`src/rtl/modulo_controlador_jogo_pkg.sv`:
```
// modulo_controlador_jogo_pkg: FSM states, status codes and board geometry for the naval-battle sequencer.
package modulo_controlador_jogo_pkg;
  typedef enum logic [2:0] {
    S_SETUP, S_ARMED, S_CHECK, S_WRITE, S_RESULT, S_WIN, S_LOSE
  } state_t;
  localparam logic [3:0] ST_SETUP   = 4'd0;
  localparam logic [3:0] ST_ARMED   = 4'd1;
  localparam logic [3:0] ST_HIT     = 4'd2;
  localparam logic [3:0] ST_MISS    = 4'd3;
  localparam logic [3:0] ST_REPEAT  = 4'd4;
  localparam logic [3:0] ST_INVALID = 4'd5;
  localparam logic [3:0] ST_WIN     = 4'd6;
  localparam logic [3:0] ST_LOSE    = 4'd7;
  localparam logic [2:0] LINES = 3'd7;
  localparam logic [2:0] COLS  = 3'd5;
  function automatic logic in_range(input logic [2:0] l, input logic [2:0] c);
    return (l < LINES) && (c < COLS);
  endfunction
endpackage

```
`src/rtl/modulo_controlador_jogo_debounce.sv`:
```
// modulo_debounce: 2-FF synchroniser, stable-level counter and 1-clk rising-edge event.
module modulo_debounce #(
  parameter int DEB_CYCLES = 50000
) (
  input  logic clk,
  input  logic clr,
  input  logic btn,
  output logic evt
);
  localparam int CW = $clog2(DEB_CYCLES + 1);
  logic s1, s2, lvl, take;
  logic [CW-1:0] cnt;
  assign take = (s2 != lvl) && (cnt == CW'(DEB_CYCLES - 1));
  always_ff @(posedge clk or negedge clr)
    if (!clr) begin
      s1  <= 1'b0;
      s2  <= 1'b0;
      lvl <= 1'b0;
      cnt <= '0;
      evt <= 1'b0;
    end else begin
      s1  <= btn;
      s2  <= s1;
      cnt <= (s2 == lvl || take) ? '0 : cnt + 1'b1;
      if (take) lvl <= s2;
      evt <= take & s2;
    end
endmodule

```
`src/rtl/modulo_controlador_jogo.sv`:
```
// modulo_controlador_jogo: naval-battle game sequencer with debounced buttons and LED/7-seg scan.
// Define SHOT_LIMIT_EN to enable the MAX_SHOTS budget and the LOSE outcome.
module modulo_controlador_jogo
  import modulo_controlador_jogo_pkg::*;
#(
  parameter int DEB_CYCLES = 50000,
  parameter int SCAN_DIV = 2**19,
  parameter int SHIP_CELLS = 9,
`ifdef SHOT_LIMIT_EN
  parameter int MAX_SHOTS = 20,
`endif
  parameter int RESULT_TICKS = 8
) (
  input  logic       clk,
  input  logic       clr,
  input  logic       btn_fire,
  input  logic       btn_new,
  input  logic [1:0] mode,
  input  logic [2:0] coord_line,
  input  logic [2:0] coord_col,
  input  logic       ship_here,
  input  logic       cell_shot,
  output logic       at_we,
  output logic [2:0] at_line,
  output logic [2:0] at_col,
  output logic       matrix_clr,
  output logic [3:0] status,
  output logic [5:0] shots,
  output logic [3:0] hits,
  output logic [2:0] scan_col,
  output logic [1:0] scan_dig,
  output logic       scan_tick
);
  localparam int PW = SCAN_DIV > 1 ? $clog2(SCAN_DIV) : 1;
  localparam int RW = $clog2(RESULT_TICKS + 1);
  state_t state, nxt;
  logic fire_evt, new_evt, valid, win, lose, rdone;
  logic [PW-1:0] pre;
  logic [RW-1:0] rcnt;
  logic [5:0] shots_nx;
  logic [3:0] hits_nx, status_nx;

  modulo_debounce #(.DEB_CYCLES(DEB_CYCLES)) u_fire (.clk(clk), .clr(clr), .btn(btn_fire), .evt(fire_evt));
  modulo_debounce #(.DEB_CYCLES(DEB_CYCLES)) u_new  (.clk(clk), .clr(clr), .btn(btn_new),  .evt(new_evt));

  assign valid     = in_range(at_line, at_col);
  assign shots_nx  = shots == 6'd63 ? shots : shots + 6'd1;
  assign hits_nx   = (ship_here && hits != 4'd15) ? hits + 4'd1 : hits;
  assign win       = hits_nx == 4'(SHIP_CELLS);
`ifdef SHOT_LIMIT_EN
  assign lose      = shots_nx == 6'(MAX_SHOTS);
`else
  assign lose      = 1'b0;
`endif
  assign rdone     = rcnt == RW'(RESULT_TICKS - 1);
  assign scan_tick = pre == PW'(SCAN_DIV - 1);

  always_ff @(posedge clk or negedge clr)
    if (!clr) begin
      state      <= S_SETUP;
      status     <= ST_SETUP;
      shots      <= '0;
      hits       <= '0;
      at_line    <= '0;
      at_col     <= '0;
      matrix_clr <= 1'b0;
      rcnt       <= '0;
      pre        <= '0;
      scan_col   <= '0;
      scan_dig   <= '0;
    end else begin
      state      <= nxt;
      status     <= status_nx;
      matrix_clr <= new_evt;
      rcnt       <= state == S_RESULT ? rcnt + RW'(scan_tick) : '0;
      pre        <= scan_tick ? '0 : pre + 1'b1;
      if (scan_tick) begin
        scan_col <= scan_col == 3'd4 ? 3'd0 : scan_col + 3'd1;
        scan_dig <= scan_dig + 2'd1;
      end
      if (nxt == S_CHECK) begin
        at_line <= coord_line;
        at_col  <= coord_col;
      end
      if (state == S_WRITE) begin
        shots <= shots_nx;
        hits  <= hits_nx;
      end
      if (new_evt) begin
        shots <= '0;
        hits  <= '0;
      end
    end

  always_comb begin
    nxt = state;
    if (new_evt) nxt = S_SETUP;
    else
      case (state)
        S_SETUP:  nxt = mode == 2'b01 ? S_ARMED : S_SETUP;
        S_ARMED:  nxt = mode == 2'b00 ? S_SETUP : fire_evt ? S_CHECK : S_ARMED;
        S_CHECK:  nxt = (!valid || cell_shot) ? S_RESULT : S_WRITE;
        S_WRITE:  nxt = win ? S_WIN : lose ? S_LOSE : S_RESULT;
        S_RESULT: nxt = (scan_tick && rdone) ? S_ARMED : S_RESULT;
        default:  nxt = state;
      endcase
  end

  always_comb begin
    at_we     = state == S_WRITE;
    status_nx = nxt == S_SETUP ? ST_SETUP :
                nxt == S_ARMED ? ST_ARMED :
                nxt == S_WIN   ? ST_WIN :
                nxt == S_LOSE  ? ST_LOSE :
                (nxt == S_RESULT && state == S_CHECK) ? (valid ? ST_REPEAT : ST_INVALID) :
                (nxt == S_RESULT && state == S_WRITE) ? (ship_here ? ST_HIT : ST_MISS) :
                status;
  end
endmodule

```
`config.mk`:
```
export PLATFORM = sky130hd
export DESIGN_NAME = modulo_controlador_jogo
export DESIGN_NICKNAME = d
export VERILOG_FILES = /design/src/rtl/modulo_controlador_jogo_pkg.sv /design/src/rtl/modulo_controlador_jogo_debounce.sv /design/src/rtl/modulo_controlador_jogo.sv
export SDC_FILE = /design/constraint.sdc
export NUM_CORES = 1
export LEC_CHECK = 0
export CORE_MARGIN = 4
export CORE_UTILIZATION = 30
export CTS_CLUSTER_SIZE = 16
export DETAILED_ROUTE_END_ITERATION = 16
export PLACE_DENSITY = 0.59
export SLEW_MARGIN = 10
export SYNTH_ARGS = -nofsm -noshare
export SYNTH_HDL_FRONTEND = slang
export SYNTH_HIERARCHICAL = 1
export SYNTH_SLANG_ARGS = --single-unit
```
`constraint.sdc`:
```
create_clock -name clk -period 7.25 [get_ports clk]
set_input_delay 0.725 -clock clk [delete_from_list [all_inputs] [get_ports clk]]
set_output_delay 0.725 -clock clk [all_outputs]
set_load 0.05 [all_outputs]
```
==> impl_metrics.sql, run 1 <==
INSERT INTO impl_metrics (metric_group, metric, value, unit) VALUES
('status', 'run_status', 'finished, final reports clean', ''),
('pwr', 'power-per-cell-area', '238.2', 'nW/um2'),
('yosys', 'async_set_reset_flop_share_out_of_synthesis', '100.0', '%'),
('critical_path', 'crit_type', 'register to output pin', ''),
('clocking', 'cts.sinks', '91', ''),
('global_routing', 'grt_pass1_wl', '15930', 'um'),
('critical_path', 'reg2reg_launch_point', 'pre[0]$_DFF_PN0_', ''),
('timing', 'rsz_0062_raised_after_global_routing', 'no', ''),
('clocking', 'post_cts_repair_timing_setup_buffer_count', '0', ''),
('clocking', 'clock_tree.root_cell', 'clkbuf_16', ''),
('timing', 'report.final.setup_viol', '0', ''),
('critical_path', 'timing.critical_path.to_type', 'output pin', ''),
('yosys', 'synthesis.area_per_instance', '10.29', 'um2'),
('route', 'drt_first_pass_iters', '4', ''),
('clocking', 'clock_insertion_delay_worst_skew', '0.34', 'ns'),
('floorplanning', 'die_area', '17230', 'um2'),
('place', 'io_buffer_count', '40', ''),
('global_routing', 'groute.usage.overall', '11.21', '%'),
('hold_path', 'hold_class', 'input pin to asynchronous set/reset pin', ''),
('finish', 'num-nets-final', '501', ''),
('global_routing', 'grt_max_degree', '72', ''),
('run', 'timing.max_cap.violations', '0', ''),
('timing', 'worst_pin_slew', '0.9050', 'ns'),
('finish', 'n_fill_cell', '1421', ''),
('place', 'gp_routability_congestion', '0.8513', ''),
('yosys', 'ys.warnings.count', '6', ''),
('critical_path', 'highest_cell_delay_on_the_worst_timing_path', '0.90', 'ns'),
('critical_path', 'critical_path_arrival', '2.66', 'ns'),
('timing', 'report.final.slew_viol_count', '0', ''),
('finish', 'area_of_combinational_cells_with_multiple_inputs', '2115', 'um2'),
('finish', 'antenna-diode-count', '0', ''),
('timing', 'fmax', '295.4', 'MHz'),
('clocking', 'cts_made_buffers', '9', ''),
('yosys', 'syn-num-nets', '466', ''),
('critical_path', 'cp_max_fo', '5', ''),
('critical_path', 'timing.critical_path.required', '6.52', 'ns'),
('floorplanning', 'core_area', '14700', 'um2'),
('timing', 'tns', '0', 'ns'),
('timing', 'tightest_slew_margin_relative_to_the_limit', '39.67', '%'),
('clocking', 'post_cts_hold_buffer_count', '0', ''),
('route', 'viasPerCell', '4.904', ''),
('timing', 'final.setup.worst_slack', '3.864', 'ns'),
('yosys', 'yosys_register_bits', '91', ''),
('finish', 'final_cell_mix', '91 x dfrtp_1, 68 x nor2_1, 39 x clkdlybuf4s50_1', ''),
('place', 'hpwl', '6574', 'um'),
('finish', 'syn2layout_area_growth', '17.48', '%'),
('global_routing', 'grt_overflow', '0', ''),
('pwr', 'vdd_ir_drop_max', '93.47', 'uV'),
('route', 'ant_nets', '0', ''),
('route', 'drt_first_iter_violations', '199', ''),
('route', 'via_count', '3266', ''),
('place', 'preCtsSetupSlack', '3.635', 'ns'),
('clocking', 'htreeDepth', '3', ''),
('floorplanning', 'die_w', '131.3', 'um'),
('route', 'route.detailed.drc', '0', ''),
('finish', 'layout_commonest_cell', 'dfrtp_1', ''),
('clocking', 'ctsResizeCount', '0', ''),
('yosys', 'synth-edff-count', '0', ''),
('yosys', 'synth.cell_area', '4559', 'um2'),
('critical_path', 'crit_path_start', 'pre[0]$_DFF_PN0_', ''),
('global_routing', 'first_global_vias', '3164', ''),
('timing', 'final_min_period_over_clock_period', '46.70', '%'),
('clocking', 'cts_tree', 'done', ''),
('pwr', 'leakage', '0.002193', 'uW'),
('route', 'route.final.wire_length', '9329', 'um'),
('global_routing', 'antenna_found_initial', '3', ''),
('yosys', 'syn-instance-count', '443', ''),
('timing', 'minimum_clock_period_after_layout', '3.386', 'ns'),
('finish', 'drive_gt1_share', '8.506', '%'),
('timing', 'final.setup_skew', '0.006414', 'ns'),
('route', 'route.detailed.wl_per_inst', '14.01', 'um'),
('floorplanning', 'placement_rows', '44', ''),
('critical_path', 'timing.critical_path.cells', 'ha_1, and4_1, nand3_1, nor3_1, clkdlybuf4s50_1', ''),
('yosys', 'seq_area_frac_synth', '49.95', '%'),
('floorplanning', 'initial_utilization', '31.02', '%'),
('floorplanning', 'top_level_ports', '42', ''),
('timing', 'final-hold-violation-count', '0', ''),
('clocking', 'cts-root-to-sink-buffers', '2', ''),
('critical_path', 'start_kind', 'register', ''),
('critical_path', 'crit_path_top_delay_cell', 'clkdlybuf4s50_1', ''),
('floorplanning', 'die_height', '131.3', 'um'),
('yosys', 'post_synth_num_cell_types', '58', ''),
('clocking', 'clkTransAtPathRegs', '0.06', 'ns'),
('finish', 'area.sequential', '2277', 'um2'),
('yosys', 'synth_flop_cell', 'dfrtp_1', '');
## registers in the layout (all words and copies together) (netlist names), 4 cells and up
| name | cells |
|---|---|
| pre | 19 |
| u_fire/cnt | 16 |
| u_new/cnt | 16 |
| shots | 6 |
| hits | 4 |
| rcnt | 4 |
## critical path, delay by kind of cell (launching register included)
family / cells / cell delay [ns]
buf+inv: 1 / 0.90
simple gates: 3 / 0.83
fa+ha+maj: 1 / 0.21
flops: 1 / 0.39
## layer usage
metal  vias up  global-route usage (%)  routed length [um]
li1       1616                       -                   -
met1      1578                   14.83                4417
met2        50                   16.96                4261
met3        16                   4.052                 463
met4         6                   4.084                 152
met5         -                       0                  34
## worst paths after layout
| check | end | slack, ns | cells after the start |
|---|---|---|---|
| max in group asynchronous | u_fire/cnt[7]$_DFF_PN0_ | 5.79 | 2 |
| min | status[1]$_DFFE_PN0P_ | 0.26 | 1 |
| min reg2reg | u_fire/s2$_DFF_PN0_ | 0.35 | 0 |
| min in group clk | u_fire/s2$_DFF_PN0_ | 0.35 | 0 |
| max | scan_tick | 3.86 | 5 |
| max reg2reg | at_col[2]$_DFFE_PN0N_ | 4.28 | 8 |
## area by class of cell
cell class | count | share of cell area (%)
Sequential cell | 91 | 42.51
Multi-Input combinational cell | 323 | 39.48
Timing Repair Buffer | 42 | 7.708
Clock buffer | 12 | 4.789
Tap cell | 184 | 4.298
Inverter | 11 | 0.7708
Clock inverter | 3 | 0.4438
## cell usage after synthesis, types with 5 or more instances
cell type	instances	area share (%)
buf_4	6	0.99
dfrtp_1	91	50
nor4_1	11	1.5
nand2_1	30	2.5
nor2_1	68	5.6
xnor2_1	34	6.5
ha_1	9	2.5
mux2_4	6	2.0
or4_1	5	0.82
nand4_1	17	2.3
nand3_1	27	3.0
buf_2	5	0.55
nor3_1	9	0.99
o21ai_0	12	1.3
and3_1	5	0.69
inv_1	11	0.91
xor2_1	21	4.0
a21oi_1	5	0.55
## power by group
| group | switching (uW) | internal, uW | total, uW |
|---|---|---|---|
| Sequential | 38.0 | 540 | 578 |
| Combinational | 162 | 95.9 | 258 |
| Clock | 190 | 250 | 440 |
## stage by stage
step / utilization, % / cells / total power, uW / cell area, um2 / hold slack [ns]
after floorplan: - / 443 / 747.6 / 4559 / 0.3312
after global placement: 34.53 / 651 / 845.0 / 5076 / 0.3321
after detailed placement: 34.53 / 651 / 847.8 / 5076 / 0.3379
after CTS: 36.44 / 666 / 1296 / 5356 / 0.2656
after global routing: 36.44 / 666 / 1339 / 5356 / 0.2666
final: 36.44 / 666 / 1276 / 5356 / 0.2608
## cell families (layout without fill, tap and decap cells)
group	count (synthesis)	in the layout	share of synthesized area (%)
flip-flops	91	91	49.95
buffers and inverters	29	68	3.677
AND/OR/NAND/NOR	213	213	25.47
multiplexers	10	10	2.909
AO/OA/AOI/OAI	35	35	4.885
XOR/XNOR	55	55	10.57
other	1	1	0.08225
adder cells (fa/ha/maj)	9	9	2.470
(Power assumes the default switching activity.)
==> run 2, diff against run 1 <==
PLACE_DENSITY = 0.61   (was 0.59)
clock period = 3.1 ns   (was 7.25 ns; I/O delays follow)
==> run 2 against run 1 <==
  * The run now ends with negative hold slack left
  * Non-clock buffer count rose by 6
  * Worst hold slack lost 0.26 ns
  * Largest cell class unchanged
  * Global-route usage hardly changed
  * Largest power group unchanged
  * Critical endpoint unchanged
  * Sequential power increased by 140%
==> impl_metrics.sql, run 2 (synthesis results as in run 1) <==
INSERT INTO impl_metrics (metric_group, metric, value, unit) VALUES
('status', 'run_status', 'complete, but fails checks', ''),
('status', 'failing_checks', 'negative hold slack', ''),
('critical_path', 'timing.critical_path.required', '2.79', 'ns'),
('global_routing', 'grt_overflow', '0', ''),
('floorplanning', 'die_w', '131.3', 'um'),
('floorplanning', 'top_level_ports', '42', ''),
('finish', 'layout_commonest_cell', 'dfrtp_1', ''),
('timing', 'report.final.slew_viol_count', '0', ''),
('global_routing', 'grt_max_degree', '53', ''),
('timing', 'tns', '0', 'ns'),
('timing', 'final.setup_skew', '0.008015', 'ns'),
('route', 'route.detailed.drc', '0', ''),
('critical_path', 'crit_type', 'register to output pin', ''),
('finish', 'largest_register', 'pre', ''),
('clocking', 'ctsResizeCount', '0', ''),
('finish', 'antenna-diode-count', '0', ''),
('route', 'route.detailed.wl_per_inst', '13.67', 'um'),
('global_routing', 'grt_pass1_wl', '16060', 'um'),
('critical_path', 'critical_path_arrival', '2.50', 'ns'),
('floorplanning', 'placement_rows', '44', ''),
('pwr', 'leakage', '0.002258', 'uW'),
('pwr', 'power-per-cell-area', '589.6', 'nW/um2'),
('hold_path', 'hold_class', 'input pin to asynchronous set/reset pin', ''),
('critical_path', 'cp_max_fo', '5', ''),
('finish', 'syn2layout_area_growth', '19.98', '%'),
('timing', 'report.final.setup_viol', '0', ''),
('route', 'via_count', '3291', ''),
('place', 'gp_routability_congestion', '0.8026', ''),
('timing', 'worst_pin_slew', '0.7705', 'ns'),
('timing', 'final.setup.worst_slack', '0.2858', 'ns'),
('finish', 'postLayoutCoreUtil', '37.21', '%'),
('clocking', 'htreeDepth', '3', ''),
('timing', 'final-hold-violation-count', '1', ''),
('floorplanning', 'initial_utilization', '31.02', '%'),
('finish', 'n_fill_cell', '1416', ''),
('finish', 'num-nets-final', '507', ''),
('timing', 'fmax', '355.3', 'MHz'),
('timing', 'rsz_0062_raised_after_global_routing', 'no', ''),
('place', 'preCtsSetupSlack', '0.2460', 'ns'),
('route', 'drt_first_iter_violations', '262', ''),
('clocking', 'clock_tree.root_cell', 'clkbuf_16', ''),
('floorplanning', 'die_height', '131.3', 'um'),
('finish', 'final_cell_mix', '91 x dfrtp_1, 68 x nor2_1, 39 x clkdlybuf4s50_1', ''),
('global_routing', 'groute.usage.overall', '11.16', '%'),
('floorplanning', 'core_area', '14700', 'um2'),
('clocking', 'clock_insertion_delay_worst_skew', '0.34', 'ns'),
('timing', 'minimum_clock_period_after_layout', '2.814', 'ns'),
('route', 'route.final.wire_length', '9199', 'um'),
('finish', 'layout_top_registers', 'pre (19), u_fire/cnt (16), u_new/cnt (16)', ''),
('critical_path', 'timing.critical_path.to_type', 'output pin', ''),
('pwr', 'finalPower', '3225', 'uW'),
('clocking', 'post_cts_hold_buffer_count', '0', ''),
('floorplanning', 'die_area', '17230', 'um2'),
('place', 'hpwl', '6667', 'um'),
('finish', 'largest_register_ff_count', '19', ''),
('clocking', 'cts_made_buffers', '9', ''),
('route', 'drt_first_pass_iters', '4', ''),
('place', 'io_buffer_count', '40', ''),
('critical_path', 'reg2reg_slack', '0.35', 'ns'),
('route', 'viasPerCell', '4.890', ''),
('pwr', 'vdd_ir_drop_max', '281.5', 'uV'),
('timing', 'tightest_slew_margin_relative_to_the_limit', '48.63', '%'),
('clocking', 'cts-root-to-sink-buffers', '2', ''),
('clocking', 'clkTransAtPathRegs', '0.07', 'ns'),
('clocking', 'post_cts_repair_timing_setup_buffer_count', '0', ''),
('timing', 'final_min_period_over_clock_period', '90.78', '%'),
('clocking', 'cts_tree', 'done', ''),
('route', 'ant_nets', '0', ''),
('global_routing', 'antenna_found_initial', '0', ''),
('finish', 'drive_gt1_share', '10.02', '%'),
('run', 'timing.max_cap.violations', '0', ''),
('clocking', 'cts.sinks', '91', ''),
('global_routing', 'first_global_vias', '3252', ''),
('critical_path', 'start_kind', 'register', ''),
('timing', 'fin_hold_ws', '-0.001184', 'ns');
run 2: final timing paths:
check,cells past startpoint,startpoint,to
worst min register to register,0,u_new/s1$_DFF_PN0_,u_new/s2$_DFF_PN0_
worst min-delay path,1,clr,hits[2]$_DFFE_PN0P_
min in group clk,0,u_new/s1$_DFF_PN0_,u_new/s2$_DFF_PN0_
max in group asynchronous,2,clr,u_fire/cnt[9]$_DFF_PN0_
worst max-delay path,5,pre[0]$_DFF_PN0_,scan_tick
worst max register to register,9,hits[0]$_DFFE_PN0P_,at_col[1]$_DFFE_PN0N_
run 2: critical path, cell delays in order, from the launching register on:
cell and delay [ns]:
dfrtp_1 0.40, ha_1 0.23, and4_1 0.31, nand3_1 0.10
nor3_1 0.26, clkdlybuf4s50_1 0.87
run 2: cell type report:
cell class,count,area (um2),area share [%]
clock buffer,9,225.2,4.117
timing repair buffer,48,457.9,8.371
clock inverter,7,123.9,2.264
sequential,91,2277,41.63
inverter,11,41.29,0.7548
multi-input combinational,323,2115,38.66
tap,184,230.2,4.209
run 2: report_power, final:
part           internal [uW]  switching (uW)  total, uW
registers               1260            99.4       1360
clock network            793             473       1270
logic                    228             370        598
total                   2280             943       3230
run 2: per-layer routing:
metal  vias to the layer above  track usage (%)  part of all wire [%]
li1                       1633                -                     -
met1                      1605            14.65                    49
met2                        45            18.06                    46
met3                         8            3.173                   3.8
met4                         0            3.326                   1.1
met5                         -                0                     0
run 2: metrics by stage:
| stage | area [um2] | instances |
|---|---|---|
| after floorplan | 4559 | 443 |
| after global placement | 5121 | 657 |
| after detailed placement | 5121 | 657 |
| after CTS | 5470 | 673 |
| after global routing | 5470 | 673 |
| final | 5470 | 673 |
==> run 3, diff against run 2 <==
CORE_ASPECT_RATIO = 1.1   (was unset)
MAX_ROUTING_LAYER = met4   (was unset)
==> run 3 against run 2 <==
  * The run still ends with negative hold slack left
  * Clock power is essentially flat
  * Utilization down 0.69 points
  * Wire length is 2.5% higher
  * Sequential power hardly changed
  * Register-to-register slack gained 0.06 ns
  * Clock skew shrank 0.0026 ns
  * Largest cell class unchanged
==> impl_metrics.sql, run 3 (synthesis results as in run 1) <==
INSERT INTO impl_metrics (metric_group, metric, value, unit) VALUES
('critical_path', 'timing.critical_path.to_type', 'output pin', ''),
('timing', 'fmax', '355.5', 'MHz'),
('pwr', 'power-per-cell-area', '584.9', 'nW/um2'),
('critical_path', 'crit_path_start', 'pre[0]$_DFF_PN0_', ''),
('clocking', 'cts_made_buffers', '9', ''),
('floorplanning', 'die_w', '125.5', 'um'),
('clocking', 'htreeDepth', '3', ''),
('run', 'timing.max_cap.violations', '0', ''),
('timing', 'rsz_0062_raised_after_global_routing', 'no', ''),
('place', 'hpwl', '6844', 'um'),
('critical_path', 'path_depth', '6', ''),
('timing', 'report.final.setup_viol', '0', ''),
('critical_path', 'regToRegEndpoint', 'at_col[0]$_DFFE_PN0N_', ''),
('clocking', 'cts-root-to-sink-buffers', '2', ''),
('status', 'failing_checks', 'negative hold slack', ''),
('finish', 'layout_top_registers', 'pre (19), u_fire/cnt (16), u_new/cnt (16)', ''),
('timing', 'tns', '0', 'ns'),
('timing', 'tightest_slew_margin_relative_to_the_limit', '48.45', '%'),
('route', 'route.detailed.drc', '0', ''),
('route', 'route.detailed.wl_per_inst', '13.76', 'um'),
('critical_path', 'cp_max_fo', '5', ''),
('place', 'io_buffer_count', '40', ''),
('finish', 'syn2layout_area_growth', '20.14', '%'),
('finish', 'final_cell_mix', '91 x dfrtp_1, 68 x nor2_1, 39 x clkdlybuf4s50_1', ''),
('timing', 'final-hold-violation-count', '41', ''),
('floorplanning', 'die_height', '137.3', 'um'),
('critical_path', 'highest_cell_delay_on_the_worst_timing_path', '0.80', 'ns'),
('place', 'placement.cell_area', '5136', 'um2'),
('global_routing', 'groute.usage.overall', '11.94', '%'),
('finish', 'antenna-diode-count', '0', ''),
('timing', 'final.setup.worst_slack', '0.2874', 'ns'),
('global_routing', 'grt_overflow', '0', ''),
('timing', 'worst_pin_slew', '0.7732', 'ns'),
('global_routing', 'first_global_vias', '3404', ''),
('critical_path', 'crit_buf_inv', '2', ''),
('pwr', 'finalPower', '3204', 'uW'),
('timing', 'final_min_period_over_clock_period', '90.73', '%'),
('critical_path', 'start_kind', 'register', ''),
('critical_path', 'reg2reg_slack', '0.41', 'ns'),
('critical_path', 'timing.reg2reg.worst_path_depth', '9', ''),
('hold_path', 'hold_class', 'input pin to asynchronous set/reset pin', ''),
('critical_path', 'crit_type', 'register to output pin', ''),
('global_routing', 'grt_pass1_wl', '16420', 'um'),
('critical_path', 'timing.critical_path.cells', 'ha_1, and4_1, nand3_1, nor3_1, buf_4, clkdlybuf4s50_1', ''),
('clocking', 'cts.sinks', '91', ''),
('global_routing', 'antenna_found_initial', '0', ''),
('clocking', 'post_cts_repair_timing_setup_buffer_count', '0', ''),
('finish', 'num-nets-final', '507', ''),
('timing', 'minimum_clock_period_after_layout', '2.813', 'ns'),
('floorplanning', 'die_area', '17240', 'um2'),
('route', 'via_count', '3303', ''),
('timing', 'final.setup_skew', '0.005465', 'ns'),
('floorplanning', 'initial_utilization', '30.40', '%'),
('floorplanning', 'placement_rows', '47', ''),
('route', 'viasPerCell', '4.822', ''),
('finish', 'layout_commonest_cell', 'dfrtp_1', ''),
('critical_path', 'timing.critical_path.required', '2.79', 'ns'),
('timing', 'fin_hold_ws', '-0.01354', 'ns'),
('critical_path', 'critPathTopFamily', 'buffers and inverters', ''),
('place', 'preCtsSetupSlack', '0.2066', 'ns'),
('floorplanning', 'top_level_ports', '42', ''),
('timing', 'report.final.slew_viol_count', '0', ''),
('finish', 'drive_gt1_share', '10.02', '%'),
('finish', 'final_cell_area', '5478', 'um2'),
('clocking', 'clkTransAtPathRegs', '0.06', 'ns'),
('critical_path', 'reg2reg_launch_point', 'hits[1]$_DFFE_PN0P_', ''),
('pwr', 'vdd_ir_drop_max', '318.4', 'uV'),
('floorplanning', 'core_area', '15000', 'um2'),
('status', 'run_status', 'complete, but fails checks', ''),
('clocking', 'cts_tree', 'done', ''),
('route', 'route.final.wire_length', '9428', 'um'),
('critical_path', 'worst_setup_path_endpoint', 'scan_tick', ''),
('finish', 'largest_register_ff_count', '19', ''),
('global_routing', 'grt_max_degree', '48', ''),
('clocking', 'clock_insertion_delay_worst_skew', '0.34', 'ns'),
('clocking', 'ctsResizeCount', '0', ''),
('clocking', 'clock_tree.root_cell', 'clkbuf_16', ''),
('clocking', 'post_cts_hold_buffer_count', '0', ''),
('route', 'ant_nets', '0', ''),
('critical_path', 'crit_path_top_delay_cell', 'clkdlybuf4s50_1', ''),
('critical_path', 'critical_path_arrival', '2.50', 'ns'),
('route', 'drt_first_pass_iters', '5', ''),
('finish', 'largest_register', 'pre', ''),
('pwr', 'leakage', '0.002257', 'uW'),
('route', 'drt_first_iter_violations', '217', ''),
('place', 'gp_routability_congestion', '0.9093', '');
## run 3: cell types whose count changed in the layout (fill, tap and decap cells not counted)
| cell | previous run | this run |
|---|---|---|
| clkinv_4 | 2 | 1 |
| clkinv_2 | 0 | 2 |
| inv_6 | 1 | 0 |
## run 3: worst register-to-register path: cells and delay by family (launching register included)
kind | cells | cell delay (ns)
multiplexers | 1 | 0.30
AO/OA/AOI/OAI | 3 | 0.87
adder cells (fa/ha/maj) | 1 | 0.27
buffers and inverters | 1 | 0.17
flip-flops | 1 | 0.43
AND/OR/NAND/NOR | 3 | 0.54
## run 3: worst min path at each step
stage	from	endpoint	slack [ns]	cells past startpoint
after floorplan	clr	at_col[0]$_DFFE_PN0N_	0.01	0
after global placement	u_fire/s1$_DFF_PN0_	u_fire/s2$_DFF_PN0_	0.34	0
after detailed placement	u_fire/s1$_DFF_PN0_	u_fire/s2$_DFF_PN0_	0.34	0
after CTS	clr	scan_dig[0]$_DFFE_PN0N_	0.002	1
after global routing	clr	scan_col[1]$_DFFE_PN0N_	0.04	1
final	clr	scan_dig[0]$_DFFE_PN0N_	-0.01	1
## run 3: final cells by class
type                       count  area (um2)
clock buffer                   9       225.2
clock inverter                 7       116.4
fill                        1486        9518
inverter                      11       41.29
multi-input combinational    323        2115
sequential                    91        2277
tap                          196       245.2
timing repair buffer          48       457.9
## run 3: power by group
| part | internal [uW] | switching [uW] | leakage (uW) | total, uW |
|---|---|---|---|---|
| Clock | 786 | 458 | 0.000165 | 1240 |
| Sequential | 1260 | 86.6 | 0.00120 | 1350 |
| Combinational | 228 | 384 | 0.000889 | 611 |
| Total | 2280 | 928 | 0.00226 | 3200 |
## run 3: per-layer routing
layer | track usage (%) | share of wire (%) | up-vias
li1 | - | - | 1626
met1 | 14.51 | 46 | 1610
met2 | 19.05 | 48 | 53
met3 | 2.947 | 3.8 | 14
met4 | 5.120 | 2.5 | 0
met5 | - | 0 | -
## run 3: metrics by stage
step / cells / hold slack, ns / utilization [%]
after floorplan: 443 / 0.01441 / -
after global placement: 669 / 0.3361 / 34.25
after detailed placement: 669 / 0.3410 / 34.25
after CTS: 685 / 0.001709 / 36.53
after global routing: 685 / 0.04282 / 36.53
final: 685 / -0.01354 / 36.53
